[src/rtl/id_stage.sv]
// id_stage: RV32I decode stage for the ALU-class instructions (OP, OP-IMM, LUI,
// AUIPC). It holds the 32x32 register file, the decoder and the ID/EX register.
// Ports:
//   clk, rst          clock, asynchronous active-high reset
//   if_valid/instr/pc fetched instruction and its PC
//   stall, flush      ID/EX hold / bubble controls (flush has priority)
//   wb_en/rd/data     register-file write port from writeback
//   id_ready          combinational, equals !stall
//   ex_*              registered ID/EX payload for the execute-stage ALU

package alu_pkg;
    typedef enum logic [3:0] {
        ALU_ADD  = 4'd0,
        ALU_SUB  = 4'd1,
        ALU_SLL  = 4'd2,
        ALU_SLT  = 4'd3,
        ALU_SLTU = 4'd4,
        ALU_XOR  = 4'd5,
        ALU_SRL  = 4'd6,
        ALU_SRA  = 4'd7,
        ALU_OR   = 4'd8,
        ALU_AND  = 4'd9
    } alu_op_t;
endpackage

package id_stage_pkg;
    import alu_pkg::*;

    // ID/EX register payload
    typedef struct packed {
        logic        valid;
        alu_op_t     op;
        logic [31:0] opr_a;
        logic [31:0] opr_b;
        logic [4:0]  rd;
        logic        rd_we;
        logic        illegal;
    } id_ex_t;

    localparam id_ex_t ID_EX_BUBBLE = '{
        valid:   1'b0,
        op:      ALU_ADD,
        opr_a:   32'd0,
        opr_b:   32'd0,
        rd:      5'd0,
        rd_we:   1'b0,
        illegal: 1'b0
    };
endpackage

module id_stage
    import alu_pkg::*;
    import id_stage_pkg::*;
(
    input  logic               clk,
    input  logic               rst,
    input  logic               if_valid,
    input  logic [31:0]        if_instr,
    input  logic [31:0]        if_pc,
    input  logic               stall,
    input  logic               flush,
    input  logic               wb_en,
    input  logic [4:0]         wb_rd,
    input  logic [31:0]        wb_data,
    output logic               id_ready,
    output logic               ex_valid,
    output alu_op_t            ex_op,
    output logic signed [31:0] ex_opr_a,
    output logic signed [31:0] ex_opr_b,
    output logic [4:0]         ex_rd,
    output logic               ex_rd_we,
    output logic               ex_illegal
);

    localparam int unsigned XLEN    = 32;
    localparam int unsigned NREG    = 32;
    localparam int unsigned SHAMT_W = 5;

    localparam logic [6:0] OPC_OP     = 7'b0110011;
    localparam logic [6:0] OPC_OP_IMM = 7'b0010011;
    localparam logic [6:0] OPC_LUI    = 7'b0110111;
    localparam logic [6:0] OPC_AUIPC  = 7'b0010111;

    localparam logic [6:0] F7_BASE = 7'b0000000;
    localparam logic [6:0] F7_ALT  = 7'b0100000;

    localparam logic [2:0] F3_ADD  = 3'b000;
    localparam logic [2:0] F3_SLL  = 3'b001;
    localparam logic [2:0] F3_SLT  = 3'b010;
    localparam logic [2:0] F3_SLTU = 3'b011;
    localparam logic [2:0] F3_XOR  = 3'b100;
    localparam logic [2:0] F3_SR   = 3'b101;
    localparam logic [2:0] F3_OR   = 3'b110;
    localparam logic [2:0] F3_AND  = 3'b111;

    // Instruction fields
    logic [6:0] opcode;
    logic [4:0] rd;
    logic [2:0] funct3;
    logic [4:0] rs1;
    logic [4:0] rs2;
    logic [6:0] funct7;
    logic [XLEN-1:0] imm_i;
    logic [XLEN-1:0] imm_u;

    assign opcode = if_instr[6:0];
    assign rd     = if_instr[11:7];
    assign funct3 = if_instr[14:12];
    assign rs1    = if_instr[19:15];
    assign rs2    = if_instr[24:20];
    assign funct7 = if_instr[31:25];
    assign imm_i  = {{(XLEN-12){if_instr[31]}}, if_instr[31:20]};
    assign imm_u  = {if_instr[31:12], 12'b0};

    logic [XLEN-1:0] regs [NREG];
    logic [XLEN-1:0] rs1_data;
    logic [XLEN-1:0] rs2_data;

    alu_op_t         dec_op;
    logic [XLEN-1:0] dec_a;
    logic [XLEN-1:0] dec_b;
    logic            dec_legal;
    id_ex_t          dec;
    id_ex_t          ex_q;

    // Register file: x0 is never written; reset clears every entry
    always_ff @(posedge clk or posedge rst) begin
        if (rst) begin
            regs <= '{default: '0};
        end else if (wb_en && (wb_rd != 5'd0)) begin
            regs[wb_rd] <= wb_data;
        end
    end

    // Read ports with same-cycle writeback bypass; x0 always reads zero
    always_comb begin
        rs1_data = regs[rs1];
        rs2_data = regs[rs2];
        if (rs1 == 5'd0) begin
            rs1_data = '0;
        end else if (wb_en && (wb_rd == rs1)) begin
            rs1_data = wb_data;
        end
        if (rs2 == 5'd0) begin
            rs2_data = '0;
        end else if (wb_en && (wb_rd == rs2)) begin
            rs2_data = wb_data;
        end
    end

    // Operation and operand selection
    always_comb begin
        dec_op    = ALU_ADD;
        dec_a     = '0;
        dec_b     = '0;
        dec_legal = 1'b0;
        case (opcode)
            OPC_OP: begin
                dec_a = rs1_data;
                dec_b = rs2_data;
                case (funct3)
                    F3_ADD: begin
                        if (funct7 == F7_BASE) begin
                            dec_op    = ALU_ADD;
                            dec_legal = 1'b1;
                        end else if (funct7 == F7_ALT) begin
                            dec_op    = ALU_SUB;
                            dec_legal = 1'b1;
                        end
                    end
                    F3_SR: begin
                        if (funct7 == F7_BASE) begin
                            dec_op    = ALU_SRL;
                            dec_legal = 1'b1;
                        end else if (funct7 == F7_ALT) begin
                            dec_op    = ALU_SRA;
                            dec_legal = 1'b1;
                        end
                    end
                    default: begin
                        dec_legal = (funct7 == F7_BASE);
                        case (funct3)
                            F3_SLL:  dec_op = ALU_SLL;
                            F3_SLT:  dec_op = ALU_SLT;
                            F3_SLTU: dec_op = ALU_SLTU;
                            F3_XOR:  dec_op = ALU_XOR;
                            F3_OR:   dec_op = ALU_OR;
                            F3_AND:  dec_op = ALU_AND;
                            default: dec_op = ALU_ADD;
                        endcase
                    end
                endcase
            end
            OPC_OP_IMM: begin
                dec_a = rs1_data;
                dec_b = imm_i;
                case (funct3)
                    F3_ADD:  begin dec_op = ALU_ADD;  dec_legal = 1'b1; end
                    F3_SLT:  begin dec_op = ALU_SLT;  dec_legal = 1'b1; end
                    F3_SLTU: begin dec_op = ALU_SLTU; dec_legal = 1'b1; end
                    F3_XOR:  begin dec_op = ALU_XOR;  dec_legal = 1'b1; end
                    F3_OR:   begin dec_op = ALU_OR;   dec_legal = 1'b1; end
                    F3_AND:  begin dec_op = ALU_AND;  dec_legal = 1'b1; end
                    F3_SLL: begin
                        dec_op    = ALU_SLL;
                        dec_legal = (funct7 == F7_BASE);
                    end
                    default: begin
                        if (funct7 == F7_BASE) begin
                            dec_op    = ALU_SRL;
                            dec_legal = 1'b1;
                        end else if (funct7 == F7_ALT) begin
                            dec_op    = ALU_SRA;
                            dec_legal = 1'b1;
                        end
                    end
                endcase
            end
            OPC_LUI: begin
                dec_op    = ALU_ADD;
                dec_a     = '0;
                dec_b     = imm_u;
                dec_legal = 1'b1;
            end
            OPC_AUIPC: begin
                dec_op    = ALU_ADD;
                dec_a     = if_pc;
                dec_b     = imm_u;
                dec_legal = 1'b1;
            end
            default: begin
                dec_legal = 1'b0;
            end
        endcase
        // ALU shifts by the full operand, so keep only the 5-bit shift amount
        if ((dec_op == ALU_SLL) || (dec_op == ALU_SRL) || (dec_op == ALU_SRA)) begin
            dec_b = {(XLEN-SHAMT_W)'(0), dec_b[SHAMT_W-1:0]};
        end
    end

    // Assemble ID/EX payload; illegal encodings become a flagged no-op
    always_comb begin
        dec = ID_EX_BUBBLE;
        dec.valid = 1'b1;
        if (dec_legal) begin
            dec.op    = dec_op;
            dec.opr_a = dec_a;
            dec.opr_b = dec_b;
            dec.rd    = rd;
            dec.rd_we = (rd != 5'd0);
        end else begin
            dec.illegal = 1'b1;
        end
    end

    // ID/EX register: flush > stall > load > bubble
    always_ff @(posedge clk or posedge rst) begin
        if (rst) begin
            ex_q <= ID_EX_BUBBLE;
        end else if (flush) begin
            ex_q <= ID_EX_BUBBLE;
        end else if (stall) begin
            ex_q <= ex_q;
        end else if (if_valid) begin
            ex_q <= dec;
        end else begin
            ex_q <= ID_EX_BUBBLE;
        end
    end

    assign id_ready   = !stall;
    assign ex_valid   = ex_q.valid;
    assign ex_op      = ex_q.op;
    assign ex_opr_a   = ex_q.opr_a;
    assign ex_opr_b   = ex_q.opr_b;
    assign ex_rd      = ex_q.rd;
    assign ex_rd_we   = ex_q.rd_we;
    assign ex_illegal = ex_q.illegal;

endmodule

[config.mk]
export PLATFORM = sky130hd
export DESIGN_NAME = id_stage
export DESIGN_NICKNAME = d
export VERILOG_FILES = /design/src/rtl/id_stage.sv
export SDC_FILE = /design/constraint.sdc
export NUM_CORES = 2
export LEC_CHECK = 0
export CAP_MARGIN = 15
export CORE_MARGIN = 2
export CORE_UTILIZATION = 25
export DETAILED_ROUTE_END_ITERATION = 6
export GPL_ROUTABILITY_DRIVEN = 0
export PLACE_DENSITY = 0.38
export SLEW_MARGIN = 5
export SYNTH_ARGS = -nofsm -noshare
export SYNTH_HDL_FRONTEND = slang
export SYNTH_SLANG_ARGS = --single-unit
export TNS_END_PERCENT = 100
[constraint.sdc]
create_clock -name clk -period 100.9 [get_ports clk]
set_clock_uncertainty 0.15 [all_clocks]
set_input_delay 25.225 -clock clk [delete_from_list [all_inputs] [get_ports clk]]
set_output_delay 25.225 -clock clk [all_outputs]
set_load 0.005 [all_outputs]
==> implementation parameters <==
Parameter                              Value

Logic synthesis
  Yosys warning total ... 0
  Synthesized net count ... 4022
  Count of flip-flops with a built-in enable after synthesis ... 0
  Synthesized flop and latch total ... 1100
  Synthesized area divided by synthesized cell count ... 14.9 um^2
  Number of cells produced by synthesis ... 3915
  Proportion of synthesized flip-flops having asynchronous set or reset ... 100%
  Number of distinct library cells after synthesis ... 62
  Cell area after synthesis ... 0.0582 mm^2
  Main flop type after synthesis ... dfrtp_1
  Sequential-to-total area share from yosys stat ... 47.3%

Power and ir drop
  Int Pwr ... 977 uW
  Power per standard cell area ... 19.8 mW/mm^2
  Proportion of power drawn by combinational gates ... 18.5%
  Proportion of power drawn by flip-flops and latches ... 42.5%
  Switching share of power ... 27.7%
  Sw power ... 373 uW
  Leakage ... 28.3 nW
  Maximum VDD drop ... 17.2 uV
  Part of the power in the clock network ... 39.0%

Run
  Max Cap Viol ... 0

Timing
  Number of max-slew violations in the final report ... 0
  Post-Route Setup TNS ... 0 ps
  Final worst-path cycle share ... 51.3%
  Highest Clock Rate ... 19.3 MHz
  RSZ-0062 raised after global routing ... no
  Post-layout min period ... 51770 ps
  Final setup violation count ... 0
  Normalized max-slew margin ... 18.9%
  Worst Hold Slack ... 245 ps
  Fin. Hold Viols ... 0
  Worst-margin pin slew ... 1210 ps

Detailed routing
  Vias per inst ... 5.25
  Post-detailed-routing wire length ... 238000 um
  Detailed router's first-iteration violation count ... 2741
  Post-detailed-route count of antenna-violating nets ... 0
  Routed wirelength normalized by instance count ... 33.4 um
  DRC viols ... 1
  Total iterations of the first detailed-routing run ... 7
  Number of vias in the routed layout ... 37400

Status
  Result of the run ... finished, violations left
  Failing checks ... design-rule violations

Final layout
  Count of nets after finishing ... 4059
  Proportion of layout cells with a drive suffix above 1 ... 49.2%
  Fill cells ... 23300
  Core occupancy in the finished layout ... 29.4%
  Area delta synth->final ... 17.1%

Critical path
  Critical path data required time ... 75520 ps
  Crit. End Element ... output pin
  Critical path data arrival time ... 26390 ps
  Sort of element at the start of the critical path ... input port
  Critical path class ... input port to output pin
  Top fanout value on the critical path ... 4

Floorplan
  Chip width ... 487 um
  Area of the core ... 0.232 mm^2
  Initial standard-cell utilization of the core ... 25.1%
  Number of rows in the core area ... 177
  Die area ... 0.237 mm^2
  Floorplan die height ... 487 um
  Ports ... 184

Placement
  Count of buffers inserted at the top-level ports ... 183
  HPWL after DPL ... 138000 um

Global routing
  Number of antenna violations at the first check in global routing ... 12
  Wire length of the first global-routing pass ... 331000 um
  Remaining global-route overflow ... 0
  Vias in the first global route ... 39200
  Total track usage ... 19.9%
  Largest net degree at the start of global routing ... 158

Clock network
  Maximum level of the CTS H-tree ... 4
  Clock tree sinks ... 1100
  Total of cells resized after clock tree synthesis ... 0
  Number of buffers inserted by hold repair at cts ... 0
  Number of buffers inserted during clock tree synthesis ... 144
  Buffer depth of the longest clock path ... 3
  Clock-pin slew on the worst setup and hold paths ... 60 ps
  Clock latency on the worst-skew pair ... 820 ps
  Root buffer cell ... clkbuf_16
  Postcts setup bufs ... 0
  CTS tree ... built

Hold path
  Path class of the lowest-slack min-delay path ... flop to flop
-- power groups by stage --
stage	sequential, mW	clock [mW]	combinational [mW]
floorplan	0.564	0	0.194
global placement	0.578	0	0.250
detailed placement	0.580	0	0.253
CTS	0.572	0.543	0.253
global route	0.585	0.561	0.268
finish	0.574	0.527	0.249
-- path summary, 6_finish.rpt --
kind,startpoint,slack [ps],endpoint,depth (start not counted)
setup / recovery,stall,49130,id_ready,3
hold / removal,regs[992],240,regs[992],0
setup reg to reg,regs[776],98140,ex_opr_a[8],6
hold reg to reg,regs[992],240,regs[992],0
max in group asynchronous,rst,72820,regs[942],5
min in group asynchronous,rst,24750,regs[896],2
-- layout by cell type, fill, tap and decap left out, types with 8 or more instances in the layout --
cell,instances
nand2_1,77
buf_4,153
nor3_1,45
o21ai_0,29
mux2i_1,80
a22o_1,14
mux2_2,1044
o31ai_1,16
nor2_4,19
o21ai_1,8
nor2b_1,58
o22ai_1,61
a211oi_1,47
clkbuf_1,42
nor2_1,62
mux4_2,519
clkbuf_16,146
dfrtp_1,1100
a22oi_1,74
clkbuf_8,35
clkinv_2,19
nand3_1,25
nand2_4,15
a221o_1,32
nand2b_1,8
clkdlybuf4s50_1,174
a21oi_1,8
a222oi_1,23
-- kinds of logic after synthesis --
group	Yosys count	synth area share (%)
DFF	1100	47.3
AOI/OAI and AO/OA	344	4.44
xor gates and xnor gates	11	0.165
buffers and inverters	447	3.36
and+or+nand+nor	370	3.14
muxes	1643	41.6
-- area by class of cell --
cell class	instances	area (um^2)	area share [%]
Antenna cell	1	2.50	0.00367
Clock buffer	223	4290	6.29
Clock inverter	39	517	0.757
Inverter	2	15.0	0.0220
Multi-Input combinational cell	2368	29100	42.6
Sequential cell	1100	27500	40.3
Tap cell	3043	3810	5.58
Timing Repair Buffer	336	3000	4.40
-- Yosys cell counts (all sizes together) (48+ instances only) --
cell type | number | area share [%]
clkbuf | 276 | 1.8
nand2 | 94 | 0.61
dfrtp | 1100 | 47
mux2i | 80 | 1.4
nor2b | 58 | 0.62
buf | 169 | 1.6
nor2 | 82 | 0.53
o22ai | 61 | 0.66
mux2 | 1044 | 20
a22oi | 74 | 0.95
nor3 | 48 | 0.41
mux4 | 519 | 20
-- sequential cells by signal (all words and copies together), names as in the netlist --
signal      count
regs         1024
ex_rd           5
ex_valid        1
ex_rd_we        1
ex_opr_a       32
ex_opr_b       32
ex_op           4
ex_illegal      1
-- worst max-delay path: stages --
cell,delay (ps)
clkdlybuf4s50_1,480
inv_1,160
clkdlybuf4s50_1,520
-- stage by stage --
step | power [mW] | instance area, um^2 | worst slack, ps | cells
6_report | 1.35 | 68200 | 49130 | 7112
5_1_grt | 1.41 | 68200 | 49080 | 7112
4_1_cts | 1.37 | 68200 | 49130 | 7110
3_5_place_dp | 0.832 | 63400 | 49130 | 6848
3_3_place_gp | 0.827 | 63400 | 49070 | 6848
2_1_floorplan | 0.758 | 58200 | 44550 | 3915
-- per-layer routing --
metal / GRT usage, % / wire length (um) / part of all wire [%]
met1: 26.3 / 103000 / 43
met2: 33.8 / 118000 / 50
met3: 2.93 / 9570 / 4.0
met4: 5.92 / 7160 / 3.0
met5: 0 / 0 / 0
No activity file was read; power rests on OpenSTA's default activity.
